$ cat src/rtl/mips_cpu_bus_arbiter.sv
// Arbiter that merges the CPU fetch and data ports onto one Avalon-style bus.
// Data has priority over fetch. Bus outputs are registered, and each port gets a one-cycle valid pulse.
module mips_cpu_bus_arbiter #(
  parameter logic [31:0] RESET_ADDR = 32'hBFC00000
) (
  input  logic        clk,
  input  logic        reset,
  input  logic        if_req,
  input  logic [31:0] if_addr,
  output logic [31:0] if_rdata,
  output logic        if_valid,
  output logic        if_stall,
  input  logic        dm_read,
  input  logic        dm_write,
  input  logic [31:0] dm_addr,
  input  logic [31:0] dm_wdata,
  input  logic [3:0]  dm_byteenable,
  output logic [31:0] dm_rdata,
  output logic        dm_valid,
  output logic        dm_stall,
  output logic [31:0] address,
  output logic        read,
  output logic        write,
  output logic [31:0] writedata,
  output logic [3:0]  byteenable,
  input  logic [31:0] readdata,
  input  logic        waitrequest
);

  typedef enum logic [1:0] {IDLE, DATA, INSTR} state_t;
  state_t state;

  assign if_stall = if_req & ~if_valid;
  assign dm_stall = (dm_read | dm_write) & ~dm_valid;

  always_ff @(posedge clk or posedge reset) begin
    if (reset) begin
      state      <= IDLE;
      address    <= RESET_ADDR;
      read       <= 1'b0;
      write      <= 1'b0;
      writedata  <= 32'h0;
      byteenable <= 4'h0;
      if_rdata   <= 32'h0;
      dm_rdata   <= 32'h0;
      if_valid   <= 1'b0;
      dm_valid   <= 1'b0;
    end else begin
      if_valid <= 1'b0;
      dm_valid <= 1'b0;
      case (state)
        IDLE: begin
          // A request seen together with its own valid pulse is already served.
          if ((dm_read | dm_write) && !dm_valid) begin
            state      <= DATA;
            address    <= dm_addr;
            writedata  <= dm_wdata;
            byteenable <= dm_byteenable;
            write      <= dm_write;
            read       <= ~dm_write;
          end else if (if_req && !if_valid) begin
            state      <= INSTR;
            address    <= if_addr;
            writedata  <= 32'h0;
            byteenable <= 4'hF;
            write      <= 1'b0;
            read       <= 1'b1;
          end
        end
        DATA, INSTR: begin
          if (!waitrequest) begin
            if (state == DATA) begin
              if (read) dm_rdata <= readdata;
              dm_valid <= 1'b1;
            end else begin
              if_rdata <= readdata;
              if_valid <= 1'b1;
            end
            state      <= IDLE;
            address    <= RESET_ADDR;
            read       <= 1'b0;
            write      <= 1'b0;
            writedata  <= 32'h0;
            byteenable <= 4'h0;
          end
        end
        default: state <= IDLE;
      endcase
    end
  end

endmodule

$ cat config.mk
export PLATFORM = sky130hd
export DESIGN_NAME = mips_cpu_bus_arbiter
export DESIGN_NICKNAME = d
export VERILOG_FILES = /design/src/rtl/mips_cpu_bus_arbiter.sv
export SDC_FILE = /design/constraint.sdc
export NUM_CORES = 1
export LEC_CHECK = 0
export CORE_MARGIN = 2
export CORE_UTILIZATION = 44
export DETAILED_ROUTE_END_ITERATION = 12
export GPL_ROUTABILITY_DRIVEN = 0
export PLACE_DENSITY = 0.82
export SLEW_MARGIN = 5
export SYNTH_ARGS = -nofsm -noshare
export SYNTH_HDL_FRONTEND = slang
export SYNTH_SLANG_ARGS = --single-unit
$ cat constraint.sdc
create_clock -name clk -period 10.34 [get_ports clk]
set_clock_uncertainty 0.05 [all_clocks]
set_input_delay 2.068 -clock clk [delete_from_list [all_inputs] [get_ports clk]]
set_output_delay 2.068 -clock clk [all_outputs]
set_load 0.005 [all_outputs]
# == After elaboration in Yosys (flattened, before gate mapping) ==
# Cells that the tools add are included.
# word_totals
reg_bits,138
output_inout_bits,138
word_cells,62
# op_classes
n_eq_ne,4
mux,29
reduce_logical,11
bitwise_logic,8
# ops
cell,n
$mux 32,6
$pmux 32 s2,2
$mux 4,3
$mux 1,11
$pmux 4 s2,1
$mux 2,3
$reduce_and 3->1,2
$not 1->1,5
$pmux 1 s2,2
$pmux 2 s2,1
$reduce_and 4->1,1
$ne 3x3->1 const B,1
$and 1x1->1,2
$eq 2x1->1 const B,1
$eq 2x2->1 const B,1
$logic_and 1x1->1,2
$logic_not 1->1,2
$logic_not 2->1,1
$ne 2x2->1 const B,1
$reduce_and 2->1,1
$reduce_bool 2->1,1
$reduce_or 2->1,1
$or 1x1->1,1

# == Logic depth before layout (Yosys ltp) ==
# logic_depth
word_depth,5
depth_mapped,9
mapped_depth_nobuf,5

# == Least setup slack after synthesis ==
# Ideal clock, no wire load.
# synth_path
path_kind,input to output
from,input port dm_read
to,output port dm_stall
path_slack_ns,5.626
path_buffers,1
t_arrival_ns,2.596
path_stages,3
path_cell_list,o21bai_1 > buf_2 > inv_1
# synth_via
elab_chain_len,2
# synth_rtl
element,line,text
from (decl),13,"input logic dm_read,"
$or 1x1->1,34,assign dm_stall = (dm_read | dm_write) & ~dm_valid;
$and 1x1->1,34,
to (decl),20,"output logic dm_stall,"
# Every way passes these cells.

# == Worst setup path in the final report ==
# layout_path
from,input port dm_write
to,output port dm_stall
# layout_via
elab_chain_len,2
# layout_rtl
element,line,text
from (decl),14,"input logic dm_write,"
$or 1x1->1,34,
$and 1x1->1,34,
# Every way passes these cells.

==> impl_metrics.csv <==
group,metric,value,unit
sta,setup-tns-final,0,ns
routing,firstDrtPassIters,5,
power,internal_power,1.94,mW
die,io-pin-count,276,
die,initial_core_util,0.446,
sta,worst_pin_slew,1.24,ns
clock_tree,h-tree-depth,4,
yosys,yosys_most_used_dff,"dfrtp_1",
clock_tree,path_clk_slew,0.05,ns
critical_path,critical_path_class,"in2out",
global_route,grt_usage,0.231,
clock_tree,insertion_delay,0.40,ns
clock_tree,clockBufferDepth,2,
critical_path,crit_chain,"clkdlybuf4s50_1 > o21bai_4 > buf_4 > inv_1 > clkdlybuf4s50_1",
critical_path,slowest_delay,0.72,ns
routing,drtIter0Drc,177,
sta,finalHoldViolCount,0,
critical_path,worst-path-buf-inv,4,
power,pwr-share-clk,0.215,
final_layout,fin_nets,812,
power,pwr-share-seq,0.326,
clock_tree,cts_setup_buffers,0,
die,die_y,119,um
sta,timing.fmax,158,MHz
sta,slew_viol_final,0,
sta,period_share,0.614,
clock_tree,cts_tree,"built",
clock_tree,cts_hold_buffers,0,
sta,grt_setup_unrepaired,"false",
final_layout,fill_cells,858,
final_layout,diodes,0,
critical_path,worstPathMaxFanout,76,
routing,routed_via_density,5.13,
yosys,ys_types,32,
power,combPwrFrac,0.459,
yosys,synth_cells,405,
yosys,yosysWarnings,0,
placed_design,portBuffers,275,
power,p_sw_frac,0.316,
yosys,ys_seq_elements,138,
clock_tree,cts_made_buffers,17,
yosys,ys_async_sr_fraction,1.00,
yosys,avgSynthCellArea,14.4,um2
die,die_w,119,um
critical_path,cpMostUsedCell,"clkdlybuf4s50_1",
clock_tree,cts_root_buf,"clkbuf_16",
global_route,grt_antenna_before_repair,0,
critical_path,cp_data_arrival_time,4.23,ns
routing,wirelength,16300,um
outcome,status,"complete, no violations",
yosys,syn-cell-area,5840,um2
worst_hold_path,hp-class,"reg2reg",
global_route,grt_pass1_wl,25500,um
critical_path,startpoint_type,"input port",
power,ir_worst_vdd,0.195,mV
die,fp.coreArea,13100,um2
sta,relSlewSlack,0.171,
power,powerDensity,304,nW/um2
critical_path,required,8.22,ns
routing,ant_nets,0,
global_route,gr-total-overflow,0,
power,p_leak,4.05,nW
clock_tree,numClockSinks,138,
sta,min_period,6.35,ns
die,rows,42,
yosys,synth_seq_area_share,0.593,
global_route,grt_max_degree,84,
critical_path,path_delay_family,"buffers and inverters",
routing,post_drt_wl_per_cell,19.0,um
final_layout,finish.utilization,0.712,
placed_design,hpwl,11800,um
yosys,synth-edff-count,0,
sta,setup_violations,0,
job,cap_violations,0,
critical_path,cp_slowest_cell,"buf_4",
final_layout,post_route_cells_drive_above_1_share,0.189,
power,power_switching,0.894,mW
critical_path,end_kind,"primary output",
final_layout,area_delta_synth_final,59.6,%
yosys,synth_nets,546,
die,die_area,14200,um2
routing,dr_total_vias,4412,
routing,drc,0,
power,power,2.83,mW
global_route,grt_pass1_vias,4850,
clock_tree,cts_resized,0,
## path summary, 6_finish.rpt
path	start	endpoint	slack, ns	cells after the start
min in group asynchronous	reset	address[1]	2.05	2
max	dm_write	dm_stall	3.99	5
min	writedata[22]	writedata[22]	0.42	1
max reg2reg	state[0]	writedata[15]	7.20	6
min reg2reg	writedata[22]	writedata[22]	0.42	1
max in group asynchronous	reset	dm_rdata[3]	6.78	3
## cells in the mapped netlist, types with 2 or more instances
master | count | area (um2)
o2bb2ai_2 | 10 | 150
nor2b_1 | 2 | 12.5
mux2i_1 | 33 | 330
nor2_1 | 6 | 22.5
dfstp_2 | 9 | 236
a21oi_1 | 3 | 15.0
clkbuf_1 | 11 | 41.3
a211o_1 | 2 | 17.5
dfrtp_1 | 129 | 3230
inv_1 | 6 | 22.5
ha_1 | 3 | 37.5
buf_6 | 3 | 33.8
a2bb2oi_1 | 9 | 78.8
a21o_1 | 32 | 240
buf_2 | 19 | 95.1
mux2_2 | 64 | 721
nor4b_1 | 32 | 280
o2bb2ai_1 | 18 | 158
## flip-flops by register name (all words and copies together), names as in the netlist
| register | flops |
|---|---|
| write | 1 |
| byteenable | 4 |
| dm_rdata | 32 |
| read | 1 |
| address | 32 |
| if_valid | 1 |
| if_rdata | 32 |
| state | 2 |
| dm_valid | 1 |
| writedata | 32 |
## logic make-up (layout without fill, tap and decap cells)
logic type / count (synthesis) / in the layout / synth area share
flip-flops: 138 / 138 / 0.593
adder cells (fa/ha/maj): 3 / 3 / 0.00643
AND/OR/NAND/NOR: 46 / 46 / 0.0619
multiplexers: 97 / 97 / 0.180
AO/OA/AOI/OAI: 81 / 81 / 0.125
buffers and inverters: 40 / 319 / 0.0336
## final cells by class
class,count,area (um2),area share
inverter,6,27.5,0.00295
sequential,138,3460,0.372
clock buffer,22,494,0.0530
tap,176,220,0.0236
clock inverter,10,115,0.0124
multi-input combinational,227,2200,0.236
timing repair buffer,281,2800,0.300
## power groups by stage
stage | logic [mW] | clock network [mW] | registers (mW)
3_3_place_gp | 1.27 | 0 | 0.918
4_1_cts | 1.32 | 0.620 | 0.927
6_report | 1.30 | 0.608 | 0.924
3_5_place_dp | 1.31 | 0 | 0.930
2_1_floorplan | 0.633 | 0 | 0.935
5_1_grt | 1.39 | 0.645 | 0.954
## per-stage QoR
step	instances	hold WS, ns	setup slack (ns)	area [um2]
2_1_floorplan	405	0.412	4.54	5840
3_3_place_gp	828	0.410	4.08	8710
3_5_place_dp	828	0.415	4.00	8710
4_1_cts	860	0.428	3.99	9320
5_1_grt	860	0.436	3.90	9320
6_report	860	0.423	3.99	9320
## routing by layer
layer | track usage | share of wire | wire length [um] | vias up
met5 | 0 | 0 | 0 | -
met4 | 0.0774 | 0.016 | 263 | 0
met3 | 0.104 | 0.096 | 1570 | 20
met2 | 0.392 | 0.50 | 8210 | 180
met1 | 0.259 | 0.38 | 6270 | 2174
li1 | - | - | - | 2038
## worst register-to-register path: cells and delay by family (launching register included)
family          cells  cell delay (ns)
simple gates        1             0.23
fa+ha+maj           1             0.74
flops               1             0.37
buf+inv             2             0.46
compound gates      2             1.22
## cell usage in the layout (no fill, tap or decap), drive strengths merged, types with 2 or more instances in the layout
cell type	Yosys	routed
clkdlybuf4s50	0	275
dfrtp	129	129
mux2	64	64
mux2i	33	33
nor4b	32	32
a21o	32	32
o2bb2ai	28	28
clkbuf	11	22
a2bb2oi	9	9
dfstp	9	9
buf	23	6
inv	6	6
nor2	6	6
clkinv	0	5
a21oi	3	3
ha	3	3
clkinvlp	0	3
a211o	2	2
nor2b	2	2
bufinv	0	2
nor3b	2	2
(Power assumes the default switching activity.)
